**src/rtl/register_file_if.sv**
```systemverilog
// Launch/commit/dependency bundle between the reorder buffer and the
// architectural register file. The master side is the ROB/decoder and the
// slave side is the register file.
//
// Handshake: _rf_launch_ready and _rf_commit_ready are single-cycle strobes.
// Each one is sampled on a rising clock edge while the register file's rdy_in
// is high, and it carries the rob_id, register_id and value sampled on that
// same edge. There is no back-pressure: the register file always accepts a
// strobe while rdy_in is high. While rdy_in is low, strobes are ignored rather
// than held. The two dependency queries are purely combinational and have no
// handshake.
interface register_file_if #(
  parameter int TAGW = 5,
  parameter int RIDW = 5
);
  logic            _clear;
  logic            _rf_launch_ready;
  logic [TAGW-1:0] _rf_launch_rob_id;
  logic [RIDW-1:0] _rf_launch_register_id;
  logic            _rf_commit_ready;
  logic [TAGW-1:0] _rf_commit_rob_id;
  logic [RIDW-1:0] _rf_commit_register_id;
  logic [31:0]     _rf_commit_value;
  logic [RIDW-1:0] _ask_rd_1;
  logic [RIDW-1:0] _ask_rd_2;
  logic [TAGW-1:0] _dep_rd_1;
  logic [TAGW-1:0] _dep_rd_2;
  logic [31:0]     _dep_value_1;
  logic [31:0]     _dep_value_2;

  modport master (
    output _clear,
    output _rf_launch_ready, _rf_launch_rob_id, _rf_launch_register_id,
    output _rf_commit_ready, _rf_commit_rob_id, _rf_commit_register_id,
    output _rf_commit_value,
    output _ask_rd_1, _ask_rd_2,
    input  _dep_rd_1, _dep_rd_2, _dep_value_1, _dep_value_2
  );

  modport slave (
    input  _clear,
    input  _rf_launch_ready, _rf_launch_rob_id, _rf_launch_register_id,
    input  _rf_commit_ready, _rf_commit_rob_id, _rf_commit_register_id,
    input  _rf_commit_value,
    input  _ask_rd_1, _ask_rd_2,
    output _dep_rd_1, _dep_rd_2, _dep_value_1, _dep_value_2
  );
endinterface

```
**src/rtl/register_file.sv**
```systemverilog
// Architectural register file with per-register rename tags.
// Launch records which ROB entry will produce a register. Commit retires a
// value and drops the tag only if the retiring ROB id still owns the register.
// A flush clears every tag but keeps the values. x0 has no storage and always
// reads as tag 0, value 0. Query outputs come straight from registered state:
// there is no forwarding of same-cycle launch or commit.
module register_file #(
  parameter int NREG = 32,
  parameter int TAGW = 5
) (
  input  logic          clk_in,
  input  logic          rst_in,
  input  logic          rdy_in,
  register_file_if.slave bus
);

  logic [31:0]     value_q [1:NREG-1];
  logic [TAGW-1:0] tag_q   [1:NREG-1];

  logic commit_hit;
  logic launch_hit;

  // A write is effective only for a real, in-range register (x0 is discarded).
  always_comb begin
    commit_hit = bus._rf_commit_ready &&
                 (bus._rf_commit_register_id != '0) &&
                 (int'(bus._rf_commit_register_id) < NREG);
    launch_hit = bus._rf_launch_ready && !bus._clear &&
                 (bus._rf_launch_register_id != '0) &&
                 (int'(bus._rf_launch_register_id) < NREG);
  end

  // State update. The order of statements gives the priority on tags:
  // commit clears, then launch overrides, then clear overrides everything.
  always_ff @(posedge clk_in or negedge rst_in) begin
    if (!rst_in) begin
      for (int i = 1; i < NREG; i++) begin
        value_q[i] <= '0;
        tag_q[i]   <= '0;
      end
    end else if (rdy_in) begin
      if (commit_hit) begin
        value_q[bus._rf_commit_register_id] <= bus._rf_commit_value;
        // A younger producer may already own this register; keep its tag.
        if (tag_q[bus._rf_commit_register_id] == bus._rf_commit_rob_id)
          tag_q[bus._rf_commit_register_id] <= '0;
      end
      if (launch_hit)
        tag_q[bus._rf_launch_register_id] <= bus._rf_launch_rob_id;
      if (bus._clear) begin
        for (int i = 1; i < NREG; i++)
          tag_q[i] <= '0;
      end
    end
  end

  // Query port 1: combinational read of the registered state, x0 reads as zero.
  always_comb begin
    bus._dep_rd_1    = '0;
    bus._dep_value_1 = '0;
    if (bus._ask_rd_1 != '0 && int'(bus._ask_rd_1) < NREG) begin
      bus._dep_rd_1    = tag_q[bus._ask_rd_1];
      bus._dep_value_1 = value_q[bus._ask_rd_1];
    end
  end

  // Query port 2: same as port 1, for the second source operand.
  always_comb begin
    bus._dep_rd_2    = '0;
    bus._dep_value_2 = '0;
    if (bus._ask_rd_2 != '0 && int'(bus._ask_rd_2) < NREG) begin
      bus._dep_rd_2    = tag_q[bus._ask_rd_2];
      bus._dep_value_2 = value_q[bus._ask_rd_2];
    end
  end

endmodule

```
**src/flat_wrapper.sv**
```systemverilog
// flat-port wrapper written by rule: the top's interface ports become plain ports
module register_file_flat 
#(
  parameter int NREG = 32,
  parameter int TAGW = 5
)
  (clk_in, rst_in, rdy_in, bus__clear, bus__rf_launch_ready, bus__rf_launch_rob_id, bus__rf_launch_register_id, bus__rf_commit_ready, bus__rf_commit_rob_id, bus__rf_commit_register_id, bus__rf_commit_value, bus__ask_rd_1, bus__ask_rd_2, bus__dep_rd_1, bus__dep_rd_2, bus__dep_value_1, bus__dep_value_2);
  register_file_if #(.TAGW(TAGW)) bus_i ();
  input  logic clk_in;
  input  logic rst_in;
  input  logic rdy_in;
  input wire logic [$bits(bus_i._clear)-1:0] bus__clear;
  input wire logic [$bits(bus_i._rf_launch_ready)-1:0] bus__rf_launch_ready;
  input wire logic [$bits(bus_i._rf_launch_rob_id)-1:0] bus__rf_launch_rob_id;
  input wire logic [$bits(bus_i._rf_launch_register_id)-1:0] bus__rf_launch_register_id;
  input wire logic [$bits(bus_i._rf_commit_ready)-1:0] bus__rf_commit_ready;
  input wire logic [$bits(bus_i._rf_commit_rob_id)-1:0] bus__rf_commit_rob_id;
  input wire logic [$bits(bus_i._rf_commit_register_id)-1:0] bus__rf_commit_register_id;
  input wire logic [$bits(bus_i._rf_commit_value)-1:0] bus__rf_commit_value;
  input wire logic [$bits(bus_i._ask_rd_1)-1:0] bus__ask_rd_1;
  input wire logic [$bits(bus_i._ask_rd_2)-1:0] bus__ask_rd_2;
  output wire logic [$bits(bus_i._dep_rd_1)-1:0] bus__dep_rd_1;
  output wire logic [$bits(bus_i._dep_rd_2)-1:0] bus__dep_rd_2;
  output wire logic [$bits(bus_i._dep_value_1)-1:0] bus__dep_value_1;
  output wire logic [$bits(bus_i._dep_value_2)-1:0] bus__dep_value_2;
  assign bus_i._clear = bus__clear;
  assign bus_i._rf_launch_ready = bus__rf_launch_ready;
  assign bus_i._rf_launch_rob_id = bus__rf_launch_rob_id;
  assign bus_i._rf_launch_register_id = bus__rf_launch_register_id;
  assign bus_i._rf_commit_ready = bus__rf_commit_ready;
  assign bus_i._rf_commit_rob_id = bus__rf_commit_rob_id;
  assign bus_i._rf_commit_register_id = bus__rf_commit_register_id;
  assign bus_i._rf_commit_value = bus__rf_commit_value;
  assign bus_i._ask_rd_1 = bus__ask_rd_1;
  assign bus_i._ask_rd_2 = bus__ask_rd_2;
  assign bus__dep_rd_1 = bus_i._dep_rd_1;
  assign bus__dep_rd_2 = bus_i._dep_rd_2;
  assign bus__dep_value_1 = bus_i._dep_value_1;
  assign bus__dep_value_2 = bus_i._dep_value_2;
  register_file #(.NREG(NREG), .TAGW(TAGW)) u_core (.clk_in(clk_in), .rst_in(rst_in), .rdy_in(rdy_in), .bus(bus_i));
endmodule
```
**config.mk**
```make
export PLATFORM = sky130hd
export DESIGN_NAME = register_file_flat
export DESIGN_NICKNAME = d
export VERILOG_FILES = /design/src/rtl/register_file_if.sv /design/src/rtl/register_file.sv /design/src/flat_wrapper.sv
export SDC_FILE = /design/constraint.sdc
export NUM_CORES = 2
export LEC_CHECK = 0
export ABC_AREA = 1
export CAP_MARGIN = 20
export CORE_MARGIN = 2
export CORE_UTILIZATION = 50
export CTS_BUF_LIST = sky130_fd_sc_hd__clkbuf_16
export DETAILED_ROUTE_END_ITERATION = 10
export PLACE_DENSITY = 0.71
export SYNTH_ARGS = -nofsm -noshare
export SYNTH_HDL_FRONTEND = slang
export SYNTH_SLANG_ARGS = --single-unit
```
**constraint.sdc**
```tcl
create_clock -name clk_in -period 3.35 [get_ports clk_in]
set_clock_uncertainty 0.15 [all_clocks]
set_input_delay 0.335 -clock clk_in [delete_from_list [all_inputs] [get_ports clk_in]]
set_output_delay 0.335 -clock clk_in [all_outputs]
set_load 0.01 [all_outputs]
```
Word-level counts from Yosys, hierarchy flattened

Cells that the tools add are included.
Widths: inputs -> output; s select.

Bits in writable memories: 0
Memory bits (read-only): 0
Bits in registers: 1147
Output and inout bits: 74
Logic and storage cells: 118
Bits of input ports: 68
Bits in latches: 0
Memories kept: 0

Shifts and indexed selects: 0
Mux-type cells: 32
Div/mod/pow operators: 0
Reduce and logical (&&, ||, !) cells: 11
Multipliers: 0
$lt $le $gt $ge: 6
Bitwise logic cells: 6
$add $sub $neg: 0
Equal/unequal tests: 1

Operator list:

| cell               | count |
|---|---|
| $bwmux 992         | 1 |
| $mux 155           | 5 |
| $bmux 32 s5        | 2 |
| $mux 32            | 7 |
| $demux 32 s5       | 1 |
| $and 155x155->155  | 1 |
| $bwmux 155         | 1 |
| $not 155->155      | 1 |
| $bmux 5 s5         | 3 |
| $demux 5 s5        | 2 |
| $mux 5             | 10 |
| $ge 6x6->1 const B | 4 |
| $not 5->6          | 4 |
| $reduce_bool 5->1  | 4 |
| $lt 6x1->1 const B | 2 |
| $eq 5x5->1         | 1 |
| $logic_and 1x1->1  | 5 |
| $reduce_and 2->1   | 1 |
| $logic_not 1->1    | 1 |

Depth between registers and ports, before layout

Depth in word-level cells: 13
Depth in mapped cells: 21
Mapped depth without buffers: 18

Worst setup path after synthesis

No wires, ideal clock.

Path type: input port to output port
Start point: in bus__ask_rd_1[0]
End point: out bus__dep_rd_1[0]
Path slack: 837 ps
Path buffers: 4
Stages: 8
Arrival: 2028 ps
Cell sequence: clkbuf_1 -> clkbuf_1 -> buf_1 -> clkbuf_1 -> a21oi_1 -> a21oi_1 -> nor2_1 -> o31ai_1

Longest elaborated chain between the ends: 5
Elaborated cells between the ends (all ways): 6
Classes of those cells: mux: 4; bitwise: 1; reduce/logical: 1

Ends and longest elaborated chain:

| item                                      | RTL line            | RTL |
|---|---|---|
| start: declaration                        | flat_wrapper.sv:20  | `input wire logic [$bits(bus_i._ask_rd_1)-1:0] bus__ask_rd_1;` |
| $not 5->6 (implied by the code)           | register_file.sv:62 | `bus._dep_rd_1 = tag_q[bus._ask_rd_1];` |
| $bmux 5 s5                                | register_file.sv:62 |  |
| $mux 5 (implied by the code) (2 in a row) | register_file.sv:62 |  |
| $mux 5 *                                  | register_file.sv:61 | `if (bus._ask_rd_1 != '0 && int'(bus._ask_rd_1) < NREG) begin` |
| end: declaration                          | flat_wrapper.sv:22  | `output wire logic [$bits(bus_i._dep_rd_1)-1:0] bus__dep_rd_1;` |

Mark *: on every way between the ends. The rest lies on a longest branch, timed or not. The select of a mux whose other input is x is not followed.

Worst setup path after layout

Start point: in bus__ask_rd_1[0]
End point: out bus__dep_value_1[5]

Longest elaborated chain between the ends: 5
Elaborated cells between the ends (all ways): 6
Classes of those cells: mux: 4; bitwise: 1; reduce/logical: 1

Ends and longest elaborated chain:

| item                                       | RTL line            | RTL |
|---|---|---|
| $not 5->6 (implied by the code)            | register_file.sv:63 | `bus._dep_value_1 = value_q[bus._ask_rd_1];` |
| $bmux 32 s5                                | register_file.sv:63 |  |
| $mux 32 (implied by the code) (2 in a row) | register_file.sv:63 |  |
| $mux 32 *                                  | register_file.sv:61 |  |
| end: declaration                           | flat_wrapper.sv:24  | `output wire logic [$bits(bus_i._dep_value_1)-1:0] bus__dep_value_1;` |

Marks and branches as above.

==> flow_summary.yaml <==
pwr:
  total_power_mw: 38.16
  powerDensity_nw_per_um2: 500.4
  p_leak_nw: 34.40
  vdd_ir_drop_max_v: 0.0004538
detailed_routing:
  wire_per_inst_um: 25.91
  drc: 0
  wirelength_mm: 287.8
  viasPerCell: 6.429
  dr.first_iter.drc_count: 11692
  dr.pass1.iters: 9
  antenna_left: 0
  vias: 71397
final_layout:
  syn2layout_area_growth_pct: 16.57
  fin_nets: 9327
  design_area_sq_um: 76250
  finalCoreUtilization_pct: 58.81
  fill_cells: 11900
  drive_gt1_share_pct: 8.461
  mostFrequentLayoutCell: "nand2_1"
  final_cell_mix: "nand2_1 (2714), o21ai_0 (1599), dfrtp_1 (1140), a21oi_1 (866), nor2_1 (619)"
  stdcell_count: 11106
clock_network:
  clock-sinks: 1147
  clk_latency_ns: 0.80
  clock_path_buffers: 3
  cts_inserted_buffers: 131
  cts.clk_slew.worst_paths_ns: 0.06
  cts_tree: "built"
  cts_max_level: 4
  root_buffer: "clkbuf_16"
sta:
  maxSlewHeadroom_pct: 30.36
  finalHoldViolCount: 0
  setup_ws_ns: 0.02970
  whs_ns: 0.01883
  worst_pin_slew_ns: 1.045
  finalSetupViolCount: 0
  maxClockFrequency_mhz: 301.2
  drv_slew: 0
  finalCriticalPeriod_ns: 3.320
  finalCritPeriodShare_pct: 99.11
  final.setup.tns_ns: 0
grt:
  grt_pass1_wl_mm: 427.7
  grt_max_degree: 96
  gr-total-overflow: 0
  first_global_vias: 66531
  antenna_found_initial: 25
  gr-usage-all-layers_pct: 42.57
synth:
  synthSimpleGateAreaFrac_pct: 23.21
  synth_top_family_by_area: "compound AO/OA/AOI/OAI gates"
  netlist-cell-type-count: 32
  ys_seq_elements: 1147
  synth_xor_area_share_pct: 0
  synthCells: 9309
  synth_warnings: 0
  syn_nets: 9377
  yosys-mux-area-fraction_pct: 0
  syn_area_sq_um: 65410
  synth-seq-area-share_pct: 43.88
  synth_fa_ha_area_share_pct: 0
  synth_compound_area_share_pct: 25.63
  postSynthAreaPerCell_sq_um: 7.027
worst_setup_path:
  path_cells: "buf_8 > buf_12 > buf_12 > buf_4 > o21ai_0 > o22ai_1 > o21ai_0 > o22ai_1 > nand2_1 > o31ai_2 > buf_4 > clkdlybuf4s50_1"
  regToRegStartpoint: "u_core.tag_q[124]"
  start_kind: "input pin"
  cp-end-kind: "output port"
  cp_max_fo: 32
  reg2regPathDepth: 17
  worstPathArrival_ns: 2.84
  path_class: "input pin to output port"
  r2r_end: "u_core.tag_q[71]"
  cp_slowest_stage_delay_ns: 0.53
  cp_slowest_cell: "clkdlybuf4s50_1"
  r2r_slack_ns: 0.67
  crit_required_ns: 2.86
floorplan:
  die-area_sq_um: 133700
  core_area_sq_um: 129600
  std_cell_rows: 132
  fp.dieW_um: 365.7
  die_height_um: 365.7
  start_util_pct: 50.45
  io_pins: 142
place:
  dpl.hpwl_mm: 179.3
  port_buffers: 141
  dpl_cell_area_sq_um: 71670
  pre_cts_slack_ns: -0.03279
  place_congestion: 0.9950
  placedCellCount: 10861
job:
  drv_cap: 0
run_status:
  status: "completed"
min_path:
  hold_class: "input pin to async pin"
==> routing by layer <==
metal / vias up / routed length (um) / GRT usage (%)
li1: 31104 / - / -
met1: 33760 / 107900 / 56.52
met2: 5390 / 121500 / 61.32
met3: 1125 / 38290 / 11.21
met4: 18 / 19970 / 27.85
met5: - / 127 / 0
==> cell type report <==
cell class,instances,area (sq um),area share [%]
Clock inverter,87,704.4,0.9239
Timing Repair Buffer,599,6917,9.071
Clock buffer,136,3403,4.463
Antenna cell,15,37.54,0.04923
Multi-Input combinational cell,6911,32480,42.59
Inverter,469,1818,2.384
Sequential cell,1147,28710,37.66
Tap cell,1742,2180,2.859
==> registers in the layout (all words and copies together), names as in the netlist <==
register	count
u_core.tag_q	155
u_core.value_q	992
==> where the power goes <==
group,internal [mW],switching [mW]
Sequential,15.6,1.27
Clock,8.03,6.23
Combinational,2.50,4.55
==> repair_timing <==
item	CTS	global route
endpoints found under the setup margin	27	38
resized for setup	67	60
hold buffers	2	0
pin swaps	2	17
endpoints found under the hold margin	568	0
setup buffers	6	0
gates cloned	0	0
==> cells by family (layout without fill, tap and decap cells) <==
family	Yosys count	in the layout
simple gates	3811	3811
compound gates	3100	3100
buf+inv	1251	1291
flops	1147	1147
other cells	0	15
==> synthesized netlist by cell type <==
cell type	count	share of area (%)
a2111oi_0	2	0.027
a211oi_1	20	0.23
a21oi_1	868	6.6
a221oi_1	10	0.13
a22oi_1	74	0.85
a31oi_1	87	0.83
buf_1	42	0.24
buf_2	15	0.11
buf_4	4	0.046
buf_6	4	0.069
clkbuf_1	717	4.1
clkinv_1	4	0.023
dfrtp_1	1147	44
inv_1	457	2.6
inv_2	8	0.046
nand2_1	2744	16
nand3_1	305	2.3
nand3_2	10	0.15
nand3_4	20	0.54
nand4_1	7	0.067
nor2_1	629	3.6
nor2_2	4	0.038
nor3_1	83	0.64
nor3_2	1	0.015
nor4_1	7	0.067
o211ai_1	190	2.2
o21ai_0	1621	12
o21ai_1	9	0.069
o22ai_1	137	1.3
o31ai_1	74	0.85
o32ai_1	8	0.11
or2_2	1	0.0096
==> worst max-delay path: cells and delay by family <==
kind | cells | cell delay [ns]
buffers and inverters | 6 | 1.52
and+or+nand+nor | 1 | 0.12
AOI/OAI and AO/OA | 5 | 0.79
==> worst max-delay path by stage <==
stage / endpoint / start / slack [ns] / cells past startpoint
3_5_place_dp: u_core.tag_q[74] / bus__rf_commit_register_id[2] / -0.03 / 19
3_3_place_gp: u_core.tag_q[72] / bus__rf_commit_register_id[2] / -0.04 / 19
4_1_cts: bus__dep_value_2[15] / bus__ask_rd_2[0] / 0.001 / 9
6_report: bus__dep_value_1[5] / bus__ask_rd_1[0] / 0.03 / 12
5_1_grt: bus__dep_value_1[10] / u_core.value_q[938] / -0.02 / 7
2_1_floorplan: bus__dep_rd_1[0] / bus__ask_rd_1[0] / 0.84 / 8
No activity file was read; power rests on OpenSTA's default activity.
